$ cat config.mk
export PLATFORM = sky130hd
export DESIGN_NAME = rot_shift_pipe_flat
export DESIGN_NICKNAME = d
export VERILOG_FILES = /design/src/rtl/rot_pkg.sv /design/src/rtl/rot_shift_pipe_if.sv /design/src/rtl/rot_level.sv /design/src/rtl/rot_shift_pipe.sv /design/src/flat_wrapper.sv
export SDC_FILE = /design/constraint.sdc
export NUM_CORES = 1
export LEC_CHECK = 0
export BUFFER_PORTS_ARGS = -buffer_cell sky130_fd_sc_hd__buf_2
export CAP_MARGIN = 10
export CORE_MARGIN = 4
export CORE_UTILIZATION = 50
export DETAILED_ROUTE_END_ITERATION = 8
export GPL_ROUTABILITY_DRIVEN = 0
export PLACE_DENSITY = 0.74
export SLEW_MARGIN = 10
export SYNTH_ARGS = -nofsm -noshare
export SYNTH_HDL_FRONTEND = slang
export SYNTH_SLANG_ARGS = --single-unit
$ cat constraint.sdc
create_clock -name clk -period 2.15 [get_ports clk]
set_input_delay 0.43 -clock clk [delete_from_list [all_inputs] [get_ports clk]]
set_output_delay 0.43 -clock clk [all_outputs]
set_load 0.1 [all_outputs]
$ cat src/rtl/rot_pkg.sv
// Shared types and helpers for the pipelined barrel rotator/shifter.
package rot_pkg;

  typedef enum logic [1:0] {
    ROT_R = 2'b00,
    ROT_L = 2'b01,
    SHR_L = 2'b10,
    SHR_A = 2'b11
  } rot_op_t;

  // Cycles from input acceptance to out_valid for a given width and register spacing.
  function automatic int rot_lat(input int width, input int reg_every);
    int levels;
    levels = $clog2(width);
    return (levels + reg_every - 1) / reg_every;
  endfunction

endpackage

$ cat src/rtl/rot_shift_pipe_if.sv
// Valid/ready handshake bundle for rot_shift_pipe: input side and result side.
interface rot_shift_pipe_if
  import rot_pkg::*;
#(
  parameter int WIDTH = 32,
  parameter int TAG_W = 4
);
  localparam int L = $clog2(WIDTH);

  logic             in_valid;
  logic             in_ready;
  logic [WIDTH-1:0] in_data;
  logic [L-1:0]     in_amt;
  rot_op_t          in_op;
  logic [TAG_W-1:0] in_tag;
  logic             out_valid;
  logic             out_ready;
  logic [WIDTH-1:0] out_data;
  logic [TAG_W-1:0] out_tag;

  modport master (
    output in_valid, in_data, in_amt, in_op, in_tag, out_ready,
    input  in_ready, out_valid, out_data, out_tag
  );

  modport slave (
    input  in_valid, in_data, in_amt, in_op, in_tag, out_ready,
    output in_ready, out_valid, out_data, out_tag
  );
endinterface

$ cat src/rtl/rot_level.sv
// One combinational mux level of the barrel rotator: rotate right by 2**K when selected.
module rot_level #(
  parameter int WIDTH = 32,
  parameter int K     = 0
) (
  input  logic [WIDTH-1:0] data_i,
  input  logic             sel_i,
  output logic [WIDTH-1:0] data_o
);
  localparam int S = 1 << K;

  // Conditional fixed-distance right rotate.
  always_comb begin
    data_o = data_i;
    if (sel_i) begin
      data_o = {data_i[S-1:0], data_i[WIDTH-1:S]};
    end else begin
      data_o = data_i;
    end
  end
endmodule

$ cat src/rtl/rot_shift_pipe.sv
// Pipelined barrel rotator/shifter: rotate right/left and logical/arithmetic right shift,
// with a global-enable valid/ready pipeline carrying an opaque tag.
module rot_shift_pipe
  import rot_pkg::*;
#(
  parameter int WIDTH     = 32,
  parameter int REG_EVERY = 1,
  parameter int TAG_W     = 4
) (
  input logic           clk,
  input logic           rst_n,
  rot_shift_pipe_if.slave io
);
  localparam int L = $clog2(WIDTH);

  // ramt steers the rotate core; amt and fill are kept for the final shift mask.
  typedef struct packed {
    logic             vld;
    logic [WIDTH-1:0] data;
    logic [L-1:0]     ramt;
    logic [L-1:0]     amt;
    logic             shift;
    logic             fill;
    logic [TAG_W-1:0] tag;
  } stage_t;

  stage_t entry_s;
  stage_t bnd_s [L+1];
  logic   en_s;

  assign en_s        = !bnd_s[L].vld || io.out_ready;
  assign io.in_ready = en_s;

  // Entry normalisation: left rotates become right rotates by (WIDTH - amt) mod WIDTH.
  always_comb begin
    entry_s       = '0;
    entry_s.vld   = io.in_valid;
    entry_s.data  = io.in_data;
    entry_s.amt   = io.in_amt;
    entry_s.tag   = io.in_tag;
    entry_s.shift = (io.in_op == SHR_L) || (io.in_op == SHR_A);
    entry_s.fill  = (io.in_op == SHR_A) && io.in_data[WIDTH-1];
    if (io.in_op == ROT_L) begin
      entry_s.ramt = {L{1'b0}} - io.in_amt;
    end else begin
      entry_s.ramt = io.in_amt;
    end
  end

  assign bnd_s[0] = entry_s;

  for (genvar k = 0; k < L; k++) begin : g_lvl
    localparam bit LAST     = (k == L - 1);
    localparam bit REG_HERE = LAST || (((k + 1) % REG_EVERY) == 0);

    logic [WIDTH-1:0] rot_s;
    logic [WIDTH-1:0] keep_s;
    stage_t           lvl_d;

    rot_level #(.WIDTH(WIDTH), .K(k)) u_level (
      .data_i (bnd_s[k].data),
      .sel_i  (bnd_s[k].ramt[k]),
      .data_o (rot_s)
    );

    // Level result; the last level replaces the top amt bits with the shift fill.
    always_comb begin
      lvl_d  = bnd_s[k];
      keep_s = {WIDTH{1'b1}} >> bnd_s[k].amt;
      if (LAST && bnd_s[k].shift) begin
        lvl_d.data = (rot_s & keep_s) | ({WIDTH{bnd_s[k].fill}} & ~keep_s);
      end else begin
        lvl_d.data = rot_s;
      end
    end

    if (REG_HERE) begin : g_reg
      stage_t lvl_q;

      // Stage register; every stage holds together when the output is stalled.
      always_ff @(posedge clk or negedge rst_n) begin
        if (!rst_n) begin
          lvl_q <= '0;
        end else if (en_s) begin
          lvl_q <= lvl_d;
        end
      end

      assign bnd_s[k+1] = lvl_q;
    end else begin : g_comb
      assign bnd_s[k+1] = lvl_d;
    end
  end

  assign io.out_valid = bnd_s[L].vld;
  assign io.out_data  = bnd_s[L].data;
  assign io.out_tag   = bnd_s[L].tag;
endmodule

$ cat src/flat_wrapper.sv
// flat-port wrapper written by rule: the top's interface ports become plain ports
module rot_shift_pipe_flat import rot_pkg::*;
#(
  parameter int WIDTH     = 32,
  parameter int REG_EVERY = 1,
  parameter int TAG_W     = 4
)
  (clk, rst_n, io_in_valid, io_in_data, io_in_amt, io_in_op, io_in_tag, io_out_ready, io_in_ready, io_out_valid, io_out_data, io_out_tag);
  rot_shift_pipe_if #(.WIDTH(WIDTH), .TAG_W(TAG_W)) io_i ();
  input logic clk;
  input logic rst_n;
  input wire logic [$bits(io_i.in_valid)-1:0] io_in_valid;
  input wire logic [$bits(io_i.in_data)-1:0] io_in_data;
  input wire logic [$bits(io_i.in_amt)-1:0] io_in_amt;
  input wire logic [$bits(io_i.in_op)-1:0] io_in_op;
  input wire logic [$bits(io_i.in_tag)-1:0] io_in_tag;
  input wire logic [$bits(io_i.out_ready)-1:0] io_out_ready;
  output wire logic [$bits(io_i.in_ready)-1:0] io_in_ready;
  output wire logic [$bits(io_i.out_valid)-1:0] io_out_valid;
  output wire logic [$bits(io_i.out_data)-1:0] io_out_data;
  output wire logic [$bits(io_i.out_tag)-1:0] io_out_tag;
  assign io_i.in_valid = io_in_valid;
  assign io_i.in_data = io_in_data;
  assign io_i.in_amt = io_in_amt;
  assign io_i.in_op = io_in_op;
  assign io_i.in_tag = io_in_tag;
  assign io_i.out_ready = io_out_ready;
  assign io_in_ready = io_i.in_ready;
  assign io_out_valid = io_i.out_valid;
  assign io_out_data = io_i.out_data;
  assign io_out_tag = io_i.out_tag;
  rot_shift_pipe #(.WIDTH(WIDTH), .REG_EVERY(REG_EVERY), .TAG_W(TAG_W)) u_core (.clk(clk), .rst_n(rst_n), .io(io_i));
endmodule
Yosys cells after proc, flatten, opt, wreduce, memory -nomap -nowiden. Index checks and enable logic that the tools add are counted.

Word-level logic and storage cells: 51. Output and inout port bits: 38. Input bits: 47. Register bits: 233.

Shifts and indexed selects: 1. Add/sub/neg operators: 1. Eq/ne operators: 3. Reductions and logical operators: 4. Mux-type cells: 7. Bitwise operators: 4.

Operators by type and width (count): $mux W32 (6); $and A32 B32 Y32 (2); $not A32 Y32 (1); $or A32 B32 Y32 (1); $shr A32 B5 Y32 const A (1); $mux W5 (1); $sub A1 B5 Y5 const A (1); $eq A2 B2 Y1 const B (2); $eq A2 B1 Y1 const B (1); $logic_or A1 B1 Y1 (2); $logic_and A1 B1 Y1 (1); $logic_not A1 Y1 (1).

Depth between registers and ports, before layout. Gate-level depths: netlist (run 1).

Depth in word-level cells: 5. Mapped depth: 7. Depth with buffers taken out: 5.

Cells and area by module. Synthesis (run 1) repeated with hierarchy kept, for this count alone.

Cell total of the unflattened synthesis: 1240. Area, all modules: 12085.3 sq um.

By module, submodules not included: rot_shift_pipe (cells each 1060, area an instance 9364.0 sq um, sequential area each 5580.4 sq um, instances 1); rot_level (cells each 36, area an instance 544.3 sq um, sequential area each 0.0 sq um, instances 5).

Worst setup path before layout (run 1). No wires, ideal clock.

Path type: register -> output. Start: register u_core.g_lvl[4].g_reg.lvl_q (netlist bit u_core.io.out_valid). End: output io_in_ready. Arrival time: 1.882 ns. Path slack: -0.162 ns. Buffers on the path: 3. Stages on the path, launching flop included: 6. Data required time: 1.720 ns. Path through: dfrtp_1 -> nor2b_4 -> buf_6 -> inv_2 -> buf_2 -> buf_2.

Longest elaborated chain between the ends: 2.

Ends and longest elaborated chain: start: declaration (RTL line rot_shift_pipe.sv:78) `stage_t lvl_q;`; start signal: assignment (RTL line rot_shift_pipe.sv:85) `lvl_q <= lvl_d;`; $logic_not A1 Y1 (RTL line rot_shift_pipe.sv:31) `assign en_s = !bnd_s[L].vld || io.out_ready;`; $logic_or A1 B1 Y1 (RTL line rot_shift_pipe.sv:31); end: declaration (RTL line flat_wrapper.sv:18) `output wire logic [$bits(io_i.in_ready)-1:0] io_in_ready;`.

No other way between the ends.

Worst setup path in the final report (run 1). Same ends and word-level chain as after synthesis.

==> metrics.md, run 1 <==
| Metric | Value |
|---|---|
| Result of the run | finished clean |
| Cells after Synth | 1,104 |
| Die area | 24,100 um^2 |
| Dpl hpwl | 15.2 mm |
| CP max-delay cell | buf_2 |
| Yosys warns | 0 |
| Io pins | 85 |
| Overflow left after global routing | 0 |
| First-pass DRT Iterations | 4 |
| CTS Sinks | 223 |
| Power Density | 1690 nW/um^2 |
| Clock tree root driver cell | clkbuf_16 |
| Die span in x | 155 um |
| DRC viols | 0 |
| Mapped Area | 10,800 um^2 |
| Max Fclk | 496 MHz |
| Synth Register Bits | 223 |
| CP required | 1.72 ns |
| Critical Path, Cell by Cell | nor2b_4 -> inv_2 -> buf_2 |
| Netlist cell types | 50 |
| CP Launch Type | flop |
| Worst-Margin Slew | 0.621 ns |
| Multi-input logic area | 4450 um^2 |
| Seq/Total Area, Yosys | 51.6% |
| Setup Skew | 0.00677 ns |
| Placeable Area | 21,200 um^2 |
| Avg WL per Cell | 15.4 um |
| Commonest non-fill, non-tap cell in the layout | nand2_1 |
| PortBufs | 84 |
| Post-route setup TNS | 0 ns |
| CTS buffer count | 25 |
| Fill cell count | 1,864 |
| RSZ-0062 raised after global routing | false |
| Row count | 53 |
| Largest net degree at the start of global routing | 109 |
| Initial Utilization | 51.2% |
| Worst Path Arrival | 1.59 ns |
| FFs w/ async S/R, synth | 100% |
| Worst path max stage delay | 0.44 ns |
| Layout cells sized above 1 | 15.3% |
| Post-Syn Area per Cell | 9.80 um^2 |
| Final Critical Period | 2.02 ns |
| Postcts setup bufs | 0 |
| Max Slew Vio Count | 0 |
| Max clock buf depth | 3 |
| CP max FO | 5 |
| Worst skew pair latency | 0.51 ns |
| VDD IR max | 0.689 mV |
| NumNets Final | 1,170 |
| Die Ht | 155 um |
| Clk slew on worst S/H paths | 0.06 ns |
| Most frequent cells in the layout | nand2_1, dfrtp_1, mux2i_1 |
| Max-cap violations | 0 |
| Placed cell count | 1,369 |
| CTS H-Tree Depth | 1 |
| # diodes | 0 |
| Post-DRT Antenna Nets | 0 |
| Routed vias/inst | 5.35 |
| Number of synthesized flops with an enable pin | 0 |
| GRT Total Usage | 18.1% |
| Final Hold Vio Count | 0 |
| Initial antenna violation count | 0 |
| Final WL | 21.7 mm |
| Post-Syn Nets | 1,152 |
| CTS tree | yes |
| Leakage | 5.64 nW |
| Top FF cell, synth | dfrtp_1 |
| Slew Limit Headroom | 57.6% |
| Fin crit share | 93.9% |
| First-pass GRT wire length | 36.8 mm |
| HP Class | in2reg |
| Via count | 7,568 |
| Area Overhead vs Synth | 10.8% |
| Post-Layout Cell Count | 1,414 |
| Crit. End Element | primary output |
| Starting DRC count in detailed routing | 427 |
| Vias in the first global route | 7,256 |
| Sequential cell area | 5580 um^2 |
| Setup-failing EPs final | 0 |
| Kind of critical path | reg2out |
==> cell usage after synthesis (2+ instances only) <==
| cell | n | area [um^2] |
|---|---|---|
| a2111oi_0 | 2 | 17.5 |
| a211o_1 | 3 | 26.3 |
| a211oi_1 | 4 | 30.0 |
| a21o_1 | 2 | 15.0 |
| a21oi_1 | 4 | 20.0 |
| a221oi_1 | 5 | 43.8 |
| a311oi_1 | 4 | 35.0 |
| and3_1 | 4 | 25.0 |
| buf_1 | 2 | 7.51 |
| buf_2 | 38 | 190 |
| buf_4 | 60 | 450 |
| buf_6 | 4 | 45.0 |
| clkbuf_1 | 22 | 82.6 |
| dfrtp_1 | 223 | 5580 |
| inv_1 | 3 | 11.3 |
| mux2_2 | 5 | 56.3 |
| mux2i_1 | 151 | 1510 |
| nand2_1 | 317 | 1190 |
| nand2b_1 | 4 | 25.0 |
| nand3_1 | 10 | 50.1 |
| nand4_1 | 2 | 12.5 |
| nor2_1 | 10 | 37.5 |
| nor2b_1 | 7 | 43.8 |
| nor3_1 | 8 | 40.0 |
| nor3b_1 | 4 | 30.0 |
| nor4_1 | 2 | 12.5 |
| o2111a_1 | 2 | 22.5 |
| o2111ai_1 | 3 | 26.3 |
| o211ai_1 | 7 | 52.6 |
| o21a_1 | 4 | 30.0 |
| o21ai_0 | 145 | 726 |
| o221a_2 | 11 | 124 |
| o31ai_1 | 14 | 105 |
| or3_1 | 2 | 12.5 |
==> what timing repair did <==
action	CTS	global route
gates resized for setup	0	0
hold buffers	1	0
hold endpoints to repair	60	0
==> cell type report <==
class                           instances  area share (%)
Sequential cell                       223            46.6
Timing Repair Buffer                  117            6.83
Clock buffer                           38            6.21
Tap cell                              275            2.87
Inverter                                4           0.125
Multi-Input combinational cell        751            37.1
Clock inverter                          6           0.282
==> registers in the layout, summed over array words and instances, names as in the netlist <==
signal / count
u_core.bnd_s: 186
u_core.io.out_data: 32
u_core.io.out_valid: 1
u_core.io.out_tag: 4
==> power breakdown <==
part | total, mW | leakage (nW) | internal [mW] | switching [mW]
registers | 7.58 | 2.73 | 6.08 | 1.50
logic | 8.67 | 2.52 | 2.81 | 5.86
clock network | 3.99 | 0.389 | 2.37 | 1.62
total | 20.2 | 5.64 | 11.3 | 8.98
==> through the flow <==
stage | setup WS (ns) | power, mW | hold WS (ns) | instance area (um^2) | utilization (%)
global route | 0.0935 | 21.6 | 0.118 | 12000 | 56.7
finish | 0.132 | 20.2 | 0.121 | 12000 | 56.7
detailed placement | 0.432 | 16.3 | 0.431 | 11200 | 52.9
CTS | 0.112 | 20.4 | 0.107 | 12000 | 56.7
global placement | 0.475 | 16.1 | 0.425 | 11200 | 52.9
floorplan | 0.0772 | 14.9 | 0.134 | 10800 | -
==> per-layer routing <==
| layer | vias up | routed length [um] | share of wire [%] | global-route usage [%] |
|---|---|---|---|---|
| li1 | 3816 | - | - | - |
| met1 | 3537 | 10500 | 48 | 26.8 |
| met2 | 176 | 9480 | 44 | 27.6 |
| met3 | 39 | 1210 | 5.6 | 3.12 |
| met4 | 0 | 512 | 2.4 | 4.96 |
| met5 | - | 0 | 0 | 0 |
==> critical path: cells and delay by family (launching register included) <==
| kind | cells | cell delay (ns) |
|---|---|---|
| DFF | 1 | 0.40 |
| buffers and inverters | 2 | 0.52 |
| and+or+nand+nor | 1 | 0.16 |
==> kinds of logic (layout without fill, tap and decap cells) <==
| group | count (synthesis) | in the layout | share of synthesized area [%] |
|---|---|---|---|
| compound gates | 218 | 218 | 12.4 |
| xor+xnor | 1 | 1 | 0.0809 |
| fa+ha+maj | 1 | 1 | 0.116 |
| buf+inv | 130 | 165 | 7.31 |
| flops | 223 | 223 | 51.6 |
| mux | 156 | 156 | 14.5 |
| simple gates | 375 | 375 | 14.1 |
==> worst paths after layout <==
kind                                      from                      to  slack [ns]  depth (start not counted)
setup reg to reg              u_core.bnd_s[57]  u_core.io.out_data[30]        0.42                          4
hold / removal                     io_in_valid       u_core.bnd_s[244]        0.12                          3
min in group asynchronous                rst_n       u_core.bnd_s[220]        0.47                          2
hold reg to reg              u_core.bnd_s[101]       u_core.bnd_s[101]        0.47                          2
setup / recovery           u_core.io.out_valid             io_in_ready        0.13                          3
max in group asynchronous                rst_n       u_core.bnd_s[232]        1.00                          3
Note: power is estimated with default switching activity, not from simulation.
==> inputs of run 2 (changes only) <==
--- a/constraint.sdc
+++ b/constraint.sdc
@@ -3,2 +3,2 @@
 set_output_delay 0.43 -clock clk [all_outputs]
-set_load 0.1 [all_outputs]
+set_load 0.05 [all_outputs]
==> run 2 against run 1 <==
- critical endpoint unchanged
- clock skew is 0.0048 ns higher
- largest power group is now registers
- largest cell class unchanged
- utilization about the same
- final area about the same
- clock power rose by 1%
- via count rose by 1.0%
==> metrics.md, run 2 (same netlist as run 1, synthesis figures left out) <==
| Metric | Value |
|---|---|
| Hold Path Stages | 3 (unchanged) |
| Die span in x | 155 um (unchanged) |
| Final Hold Vio Count | 0 (unchanged) |
| Vias in the first global route | 7,354 (+1.4%) |
| Final WL | 22.8 mm (+4.8%) |
| Setup-failing EPs final | 0 (unchanged) |
| Dpl ws | 0.334 ns (-0.0981 ns) |
| Die Ht | 155 um (unchanged) |
| Final setup margin | 0.104 ns (-0.0279 ns) |
| Slew Limit Headroom | 49.5% (-8.1 points) |
| CTS buffer count | 24 (-4.0%) |
| Critical R2R Capture | u_core.io.out_data[20] |
| Commonest non-fill, non-tap cell in the layout | nand2_1 |
| Avg WL per Cell | 16.1 um (+4.8%) |
| CP Launch Type | flop |
| Max Fclk | 489 MHz (-1.4%) |
| Initial Utilization | 51.2% (unchanged) |
| Setup Skew | 0.0115 ns (+0.00477 ns) |
| DRC viols | 0 (unchanged) |
| Max clock buf depth | 3 (unchanged) |
| CTS tree | yes |
| HP Class | in2reg |
| Fill cell count | 1,830 (-1.8%) |
| Post-DRT Antenna Nets | 0 (unchanged) |
| NumNets Final | 1,171 (+0.085%) |
| PortBufs | 84 (unchanged) |
| CP max FO | 15 (+10) |
| Worst Path Arrival | 1.62 ns (+0.03 ns) |
| Largest register FFs | 186 (unchanged) |
| Row count | 53 (unchanged) |
| Placeable Area | 21,200 um^2 (unchanged) |
| Power Density | 1600 nW/um^2 (-5.4%) |
| Overflow left after global routing | 0 (unchanged) |
| Kind of critical path | reg2out |
| Crit. End Element | primary output |
| GRT Total Usage | 18.8% (+0.71 points) |
| Initial antenna violation count | 0 (unchanged) |
| CTS H-Tree Depth | 1 (unchanged) |
| Max Slew Vio Count | 0 (unchanged) |
| Worst skew pair latency | 0.51 ns (about the same) |
| Sequential cell area | 5580 um^2 (about the same) |
| Max-cap violations | 0 (unchanged) |
| Reg2Reg Depth | 4 (unchanged) |
| First-pass GRT wire length | 37.8 mm (+2.9%) |
| Total power | 19.1 mW (-5.4%) |
| Post-route setup TNS | 0 ns (unchanged) |
| CP required | 1.72 ns (about the same) |
| Result of the run | finished clean |
| VDD IR max | 0.685 mV (-0.57%) |
| Area Overhead vs Synth | 10.8% (about the same) |
| Largest net degree at the start of global routing | 105 (-3.7%) |
| Multi-input logic area | 4450 um^2 (unchanged) |
| Reg2reg start | u_core.bnd_s[64] |
| # diodes | 0 (unchanged) |
| Reg-to-reg slack, setup | 0.32 ns (-0.10 ns) |
| Dpl hpwl | 15.6 mm (+2.3%) |
| Hold Path Origin | io_in_tag[1] |
| Layout cells sized above 1 | 15.5% (+0.18 points) |
| Via count | 7,645 (+1.0%) |
| Worst-Margin Slew | 0.739 ns (+0.118 ns) |
| Cts repair resizes | 0 (unchanged) |
| Fin crit share | 95.2% (+1.3 points) |
| Die area | 24,100 um^2 (unchanged) |
| Clk slew on worst S/H paths | 0.06 ns (about the same) |
| Io pins | 85 (unchanged) |
| WHS Endpoint | u_core.bnd_s[197] |
| RSZ-0062 raised after global routing | false |
| Leakage | 5.64 nW (about the same) |
| First-pass DRT Iterations | 5 (+1) |
| Routed vias/inst | 5.41 (+1.0%) |
| Final Critical Period | 2.05 ns (+0.0279 ns) |
| CTS Sinks | 223 (unchanged) |
| Hold WS | 0.116 ns (-0.00500 ns) |
| Clock tree root driver cell | clkbuf_16 |
| Most frequent cells in the layout | nand2_1, dfrtp_1, mux2i_1 |
| Starting DRC count in detailed routing | 580 (+36%) |
## run 2: changes by cell type in the layout (fill, tap and decap cells not counted), moves of 2 or more
cell / before / now
buf_4: 21 / 25
clkbuf_1: 6 / 3
clkinvlp_4: 0 / 3
buf_12: 11 / 9
clkbuf_8: 7 / 5
## run 2: timing repair
action	CTS	global route
endpoints found under the setup margin	0	1
buffers inserted	0	3
hold buffers	1	0
hold endpoints to repair	21	0
## run 2: report_power, final
part / leakage [nW] / switching, mW / total (mW) / internal (mW)
sequential: 2.73 / 1.54 / 7.61 / 6.08
combinational: 2.52 / 4.64 / 7.48 / 2.84
clock: 0.382 / 1.63 / 4.04 / 2.41
total: 5.64 / 7.81 / 19.1 / 11.3
## run 2: per-stage QoR
step | util, % | instances | cell area [um^2]
after floorplan | - | 1104 | 10800
after global placement | 52.8 | 1368 | 11200
after detailed placement | 52.8 | 1368 | 11200
after CTS | 56.6 | 1411 | 12000
after global routing | 56.7 | 1414 | 12000
final | 56.7 | 1414 | 12000
## run 2: layout make-up
class,instances,share of cell area (%)
clock buffer,33,5.89
clock inverter,9,0.678
inverter,4,0.125
multi-input combinational,751,37.1
sequential,223,46.6
tap,275,2.87
timing repair buffer,119,6.74
## run 2: how the worst max path moves through the flow
stage	depth (start not counted)	end	slack, ns	from
5_1_grt	3	io_in_ready	0.03	u_core.io.out_valid
6_report	3	io_in_ready	0.10	u_core.io.out_valid
3_3_place_gp	5	u_core.io.out_data[20]	0.39	io_out_ready
4_1_cts	3	io_in_ready	0.06	u_core.io.out_valid
3_5_place_dp	5	u_core.io.out_data[6]	0.33	io_out_ready
2_1_floorplan	5	io_in_ready	0.27	u_core.io.out_valid
## run 2: metal layers
metal | track usage (%) | wire [um]
met5 | 0 | 0
met2 | 29.7 | 10400
met3 | 2.92 | 1110
met4 | 3.99 | 317
met1 | 27.7 | 11000
## run 2: worst max-delay path, stage by stage (launching register included)
cell	delay, ns
dfrtp_1	0.38
nor2b_4	0.16
inv_2	0.23
buf_2	0.33
